[src/rtl/pipe_ctrl.sv]
// rtl/pipe_ctrl.sv - pipeline sequencing controller: stalls, bubbles, flushes, halt drain, stall counter
module pipe_ctrl #(
    parameter int MUL_LAT   = 3,
    parameter int DRAIN_CYC = 3,
    parameter int CNT_W     = 16
) (
    input  logic             clk,
    input  logic             rst_n,
    input  logic [3:0]       rdReg1_ID,
    input  logic [3:0]       rdReg2_ID,
    input  logic             rdEn1_ID,
    input  logic             rdEn2_ID,
    input  logic [3:0]       wrReg_EX,
    input  logic             wrEn_EX,
    input  logic             memRd_EX,
    input  logic             mul_ID,
    input  logic             halt_ID,
    input  logic             br_taken_EX,
    input  logic             mem_busy,
    output logic             stall_IF,
    output logic             stall_ID,
    output logic             stall_EX,
    output logic             stall_MEM,
    output logic             bubble_EX,
    output logic             bubble_MEM,
    output logic             bubble_WB,
    output logic             flush_IF_ID,
    output logic             flush_ID_EX,
    output logic             halted,
    output logic [CNT_W-1:0] stall_cnt
);

    // Counter widths sized to hold their largest load value.
    localparam int MC_W = (MUL_LAT > 2) ? $clog2(MUL_LAT - 1) : 1;
    localparam int DC_W = (DRAIN_CYC > 1) ? $clog2(DRAIN_CYC) : 1;
    localparam logic [MC_W-1:0] MUL_INIT   = MC_W'((MUL_LAT > 1) ? MUL_LAT - 2 : 0);
    localparam logic [DC_W-1:0] DRAIN_INIT = DC_W'((DRAIN_CYC > 0) ? DRAIN_CYC - 1 : 0);

    typedef enum logic [1:0] {
        RUN   = 2'd0,
        MUL   = 2'd1,
        DRAIN = 2'd2,
        HALT  = 2'd3
    } state_t;

    state_t          state, state_n;
    logic [MC_W-1:0] mul_cnt, mul_cnt_n;
    logic [DC_W-1:0] drain_cnt, drain_cnt_n;

    logic s_if, s_id, s_ex, s_mem, b_ex, b_mem, b_wb, f_ifid, f_idex, hlt;
    logic load_use;

    // A load in EX feeding an ID source cannot be forwarded in time; r0 is never a real dependency.
    assign load_use = memRd_EX & wrEn_EX & (wrReg_EX != 4'd0) &
                      ((rdEn1_ID & (rdReg1_ID == wrReg_EX)) |
                       (rdEn2_ID & (rdReg2_ID == wrReg_EX)));

    // State and occupancy counters.
    always_ff @(posedge clk or negedge rst_n) begin
        if (!rst_n) begin
            state     <= RUN;
            mul_cnt   <= '0;
            drain_cnt <= '0;
        end else begin
            state     <= state_n;
            mul_cnt   <= mul_cnt_n;
            drain_cnt <= drain_cnt_n;
        end
    end

    // Prioritised next-state and pipeline control; memory wait overrides everything and freezes state.
    always_comb begin
        state_n     = state;
        mul_cnt_n   = mul_cnt;
        drain_cnt_n = drain_cnt;
        s_if   = 1'b0;
        s_id   = 1'b0;
        s_ex   = 1'b0;
        s_mem  = 1'b0;
        b_ex   = 1'b0;
        b_mem  = 1'b0;
        b_wb   = 1'b0;
        f_ifid = 1'b0;
        f_idex = 1'b0;
        hlt    = 1'b0;
        if (mem_busy) begin
            s_if  = 1'b1;
            s_id  = 1'b1;
            s_ex  = 1'b1;
            s_mem = 1'b1;
            b_wb  = 1'b1;
        end else begin
            case (state)
                MUL: begin
                    s_if  = 1'b1;
                    s_id  = 1'b1;
                    s_ex  = 1'b1;
                    b_mem = 1'b1;
                    if (mul_cnt == '0) begin
                        state_n = RUN;
                    end else begin
                        mul_cnt_n = mul_cnt - 1'b1;
                    end
                end
                DRAIN: begin
                    s_if = 1'b1;
                    s_id = 1'b1;
                    b_ex = 1'b1;
                    if (drain_cnt == '0) begin
                        state_n = HALT;
                    end else begin
                        drain_cnt_n = drain_cnt - 1'b1;
                    end
                end
                HALT: begin
                    s_if = 1'b1;
                    s_id = 1'b1;
                    b_ex = 1'b1;
                    hlt  = 1'b1;
                end
                default: begin
                    if (br_taken_EX) begin
                        // The ID instruction is squashed, so nothing it asks for is accepted.
                        f_ifid = 1'b1;
                        f_idex = 1'b1;
                    end else if (load_use) begin
                        s_if = 1'b1;
                        s_id = 1'b1;
                        b_ex = 1'b1;
                    end else if (halt_ID) begin
                        state_n     = DRAIN;
                        drain_cnt_n = DRAIN_INIT;
                    end else if (mul_ID && (MUL_LAT > 1)) begin
                        // The multiply's first EX cycle is its issue cycle, hence the -2 load.
                        state_n   = MUL;
                        mul_cnt_n = MUL_INIT;
                    end
                end
            endcase
        end
    end

    // All controls are forced low while reset is held, regardless of inputs.
    always_comb begin
        stall_IF    = rst_n & s_if;
        stall_ID    = rst_n & s_id;
        stall_EX    = rst_n & s_ex;
        stall_MEM   = rst_n & s_mem;
        bubble_EX   = rst_n & b_ex;
        bubble_MEM  = rst_n & b_mem;
        bubble_WB   = rst_n & b_wb;
        flush_IF_ID = rst_n & f_ifid;
        flush_ID_EX = rst_n & f_idex;
        halted      = rst_n & hlt;
    end

    // Saturating count of cycles in which fetch was held.
    always_ff @(posedge clk or negedge rst_n) begin
        if (!rst_n) begin
            stall_cnt <= '0;
        end else if (s_if && (stall_cnt != {CNT_W{1'b1}})) begin
            stall_cnt <= stall_cnt + 1'b1;
        end
    end

endmodule

[config.mk]
export PLATFORM = sky130hd
export DESIGN_NAME = pipe_ctrl
export DESIGN_NICKNAME = d
export VERILOG_FILES = /design/src/rtl/pipe_ctrl.sv
export SDC_FILE = /design/constraint.sdc
export NUM_CORES = 1
export LEC_CHECK = 0
export BUFFER_PORTS_ARGS = -buffer_cell sky130_fd_sc_hd__clkbuf_2
export CORE_MARGIN = 1
export CORE_UTILIZATION = 53
export CTS_CLUSTER_SIZE = 14
export DETAILED_ROUTE_END_ITERATION = 10
export PLACE_DENSITY = 0.95
export RECOVER_POWER = 100
export SYNTH_ARGS = -nofsm -noshare
export SYNTH_HDL_FRONTEND = slang
export SYNTH_SLANG_ARGS = --single-unit
[constraint.sdc]
create_clock -name clk -period 6.2 [get_ports clk]
set_input_delay 0.31 -clock clk [delete_from_list [all_inputs] [get_ports clk]]
set_output_delay 0.31 -clock clk [all_outputs]
set_load 0.005 [all_outputs]
==> results by group <==
Floorplanning
  • Die Ht: 53.3 microns
  • Die Span X: 53.3 microns
  • Number of placed I/O pins: 48
  • Core Area: 2480 sq um
  • Initial core utilization: 56.2%
  • Die area: 2840 sq um
  • Core Rows: 18

Critical path
  • Worst setup startpoint: rst_n
  • Worst reg2reg setup slack: 3.52 ns
  • Cells on worst reg2reg path: 7
  • Worst Setup EP: flush_IF_ID
  • WS Path Type: input pin to primary output
  • Reg-to-reg startpoint: stall_cnt[3]$_DFFE_PN0P_
  • Reg-to-Reg End: stall_cnt[15]$_DFFE_PN0P_
  • CP Max Fanout: 25
  • Crit. End Element: primary output
  • Req. time, crit path: 5.89 ns
  • Worst path arrival time: 2.47 ns
  • Worst setup SP type: input pin

Synth
  • Synth cell types: 38
  • Yosys Warn Count: 0
  • Yosys top cell area share: 37.7%
  • Synthesized area per cell: 9.28 sq um
  • Largest area contributor in the netlist: dfrtp_1
  • Seq/Total Area, Yosys: 37.7%
  • Synth Cell Area: 1390 sq um
  • #FFs+latches synth: 21
  • Largest cells by area after synthesis: dfrtp_1 (38%), xor2_1 (8.8%), ha_1 (6.3%)
  • Post-Syn Instances: 150
  • Post-Syn Nets: 179

Drt
  • Post-Route WL: 3080 microns
  • Detailed Routing Iterations Pass 1: 4
  • DR vias/cell: 5.51
  • Drt initial violations: 17
  • Routed WL per cell: 13.7 microns
  • Post-DRT Antenna Nets: 0
  • Via Count: 1,240
  • Post-route DRC: 0

Place
  • Post-DP Area: 1620 sq um
  • Post-DP HPWL: 2390 microns
  • PortBufs: 47
  • Routability cong.: 0.808

Final layout
  • Area growth, synth to finish: 15.3%
  • Nets: 225
  • Number of diodes: 0
  • Final instance area: 1610 sq um
  • Layout cells sized above 1: 16.4%
  • Final core occ: 64.8%

Clock network
  • Hold buffer count at CTS: 1
  • Post-CTS setup buffer count: 0
  • CTS Buffer Depth: 2
  • CTS tree: yes
  • Post-cts sizing count: 0
  • CTS Buf Count: 3
  • Clock Latency Late Sink: 0.30 ns
  • CTS root buffer: clkbuf_4
  • CTS sink cnt: 21
  • H-tree lvl count: 1
  • CTS clk-pin slew, worst paths: 0.12 ns

GRT
  • Antenna violations before repair: 0
  • First-pass GRT wire length: 4880 microns
  • Largest net degree at the start of global routing: 26
  • Vias in the first global route: 1,125
  • Gr usage total: 23.7%
  • Gr ovfl total: 0

Timing
  • Final slew viol count: 0
  • Final setup violation count: 0
  • Worst Tran Pin Value: 1.24 ns
  • Tcrit/Tclk final: 44.9%
  • Fmax: 0.359 GHz
  • Setup tns final: 0 ns
  • RSZ-0062 raised after global routing: no
  • Hold slack: 0.355 ns
  • Final Hold Fails: 0
  • Slew HR: 17.2%
  • Crit path time final: 2.78 ns
  • Clock skew: 0.00274 ns

Worst hold path
  • Hold Crit Depth: 3
  • Worst min-delay path class: input pin to flip-flop
  • HP Start: halt_ID

Run status
  • Status: complete, no violations

Job
  • Max-cap violation count: 0

Power
  • PD cells: 338 nW/um^2
  • Leak: 0.774 nW
  • Max VDD drop: 0.248 mV
==> critical path, stage by stage <==
cell and delay [ns]:
dlygate4sd3_1 0.52, clkbuf_1 0.91, nor2b_1 0.35, and3_1 0.23, clkbuf_1 0.14
==> metal layers <==
metal	track usage [%]	wire, microns	part of all wire [%]	vias up
met3	6.03	184	6.0	2
met5	0	0	0	-
met1	27.4	1300	42	575
met2	43.8	1580	51	42
met4	3.51	16	0.52	0
li1	-	-	-	621
==> cell usage in the layout (no fill, tap or decap), types with 2 or more instances in the layout <==
master    netlist  layout
xor2_1         14      14
o21a_1          2       2
nand4_1         4       4
and2_0          0       3
nor3_1          8       8
mux2_2          2       2
nand3_1         6       7
nand2b_1        2       2
o21ai_0         4       5
and3_1          3       4
xnor2_1         4       4
nand2_1        10      10
a41oi_1         4       4
clkbuf_1        2      21
nor2_1          9       9
ha_1            7       7
nor4_1          4       4
a21oi_1         8       8
and4_1          2       2
clkbuf_2        0      27
inv_1           9       9
dfrtp_1        21      21
and2_1          6       3
clkbuf_4        0       3
==> registers in the layout, summed over array words and instances, names as in the netlist <==
register / cells
state: 2
drain_cnt: 2
mul_cnt: 1
stall_cnt: 16
==> cell usage after synthesis (all sizes together) <==
master / number
buf: 5
nor3b: 1
o21ai: 5
mux2: 3
nor2b: 1
nand4: 4
nand2: 10
nand2b: 2
clkbuf: 2
o311a: 1
mux2i: 1
and3: 4
dfrtp: 21
and4: 2
nor2: 9
a21oi: 8
o21a: 2
a31oi: 1
o22a: 1
a311o: 1
or4: 1
nor3: 8
o22ai: 1
xnor2: 4
nor4: 4
a41oi: 4
inv: 9
xor2: 14
nand3: 7
ha: 7
or2: 1
and2: 6
==> logic make-up (layout without fill, tap and decap cells) <==
group                    count (synthesis)  in the layout  share of synthesized area (%)
buffers and inverters                   16             61                           5.75
XOR/XNOR                                18             18                           11.3
AND/OR/NAND/NOR                         60             60                           24.3
multiplexers                             4              4                           3.14
flip-flops                              21             21                           37.7
AO/OA/AOI/OAI                           24             24                           11.5
adder cells (fa/ha/maj)                  7              7                           6.29
==> final cells by class <==
| type | instances | area [sq um] |
|---|---|---|
| multi-input combinational | 113 | 762 |
| sequential | 21 | 526 |
| clock buffer | 4 | 26.3 |
| tap | 30 | 37.5 |
| timing repair buffer | 48 | 220 |
| inverter | 9 | 33.8 |
| fill | 228 | 872 |
==> where the power goes <==
part / internal (mW) / total, mW / leakage, nW / switching (mW)
clock: 0.0251 / 0.0671 / 0.0150 / 0.0420
sequential: 0.179 / 0.224 / 0.265 / 0.0445
combinational: 0.104 / 0.251 / 0.495 / 0.147
==> worst min path at each step <==
stage / slack (ns) / endpoint
finish: 0.36 / state[1]$_DFFE_PN0P_
CTS: 0.35 / state[1]$_DFFE_PN0P_
floorplan: 0.01 / drain_cnt[0]$_DFFE_PN0P_
global placement: 0.32 / stall_cnt[6]$_DFFE_PN0P_
global route: 0.37 / state[1]$_DFFE_PN0P_
detailed placement: 0.34 / stall_cnt[9]$_DFFE_PN0P_
==> metrics by stage <==
stage | power [mW] | std cells | worst slack [ns]
final | 0.542 | 225 | 3.42
after detailed placement | 0.483 | 220 | 3.94
after floorplan | 0.399 | 150 | 4.05
after global placement | 0.472 | 220 | 4.02
after global routing | 0.587 | 225 | 3.16
after CTS | 0.552 | 225 | 3.87
Note: power is estimated with default switching activity, not from simulation.
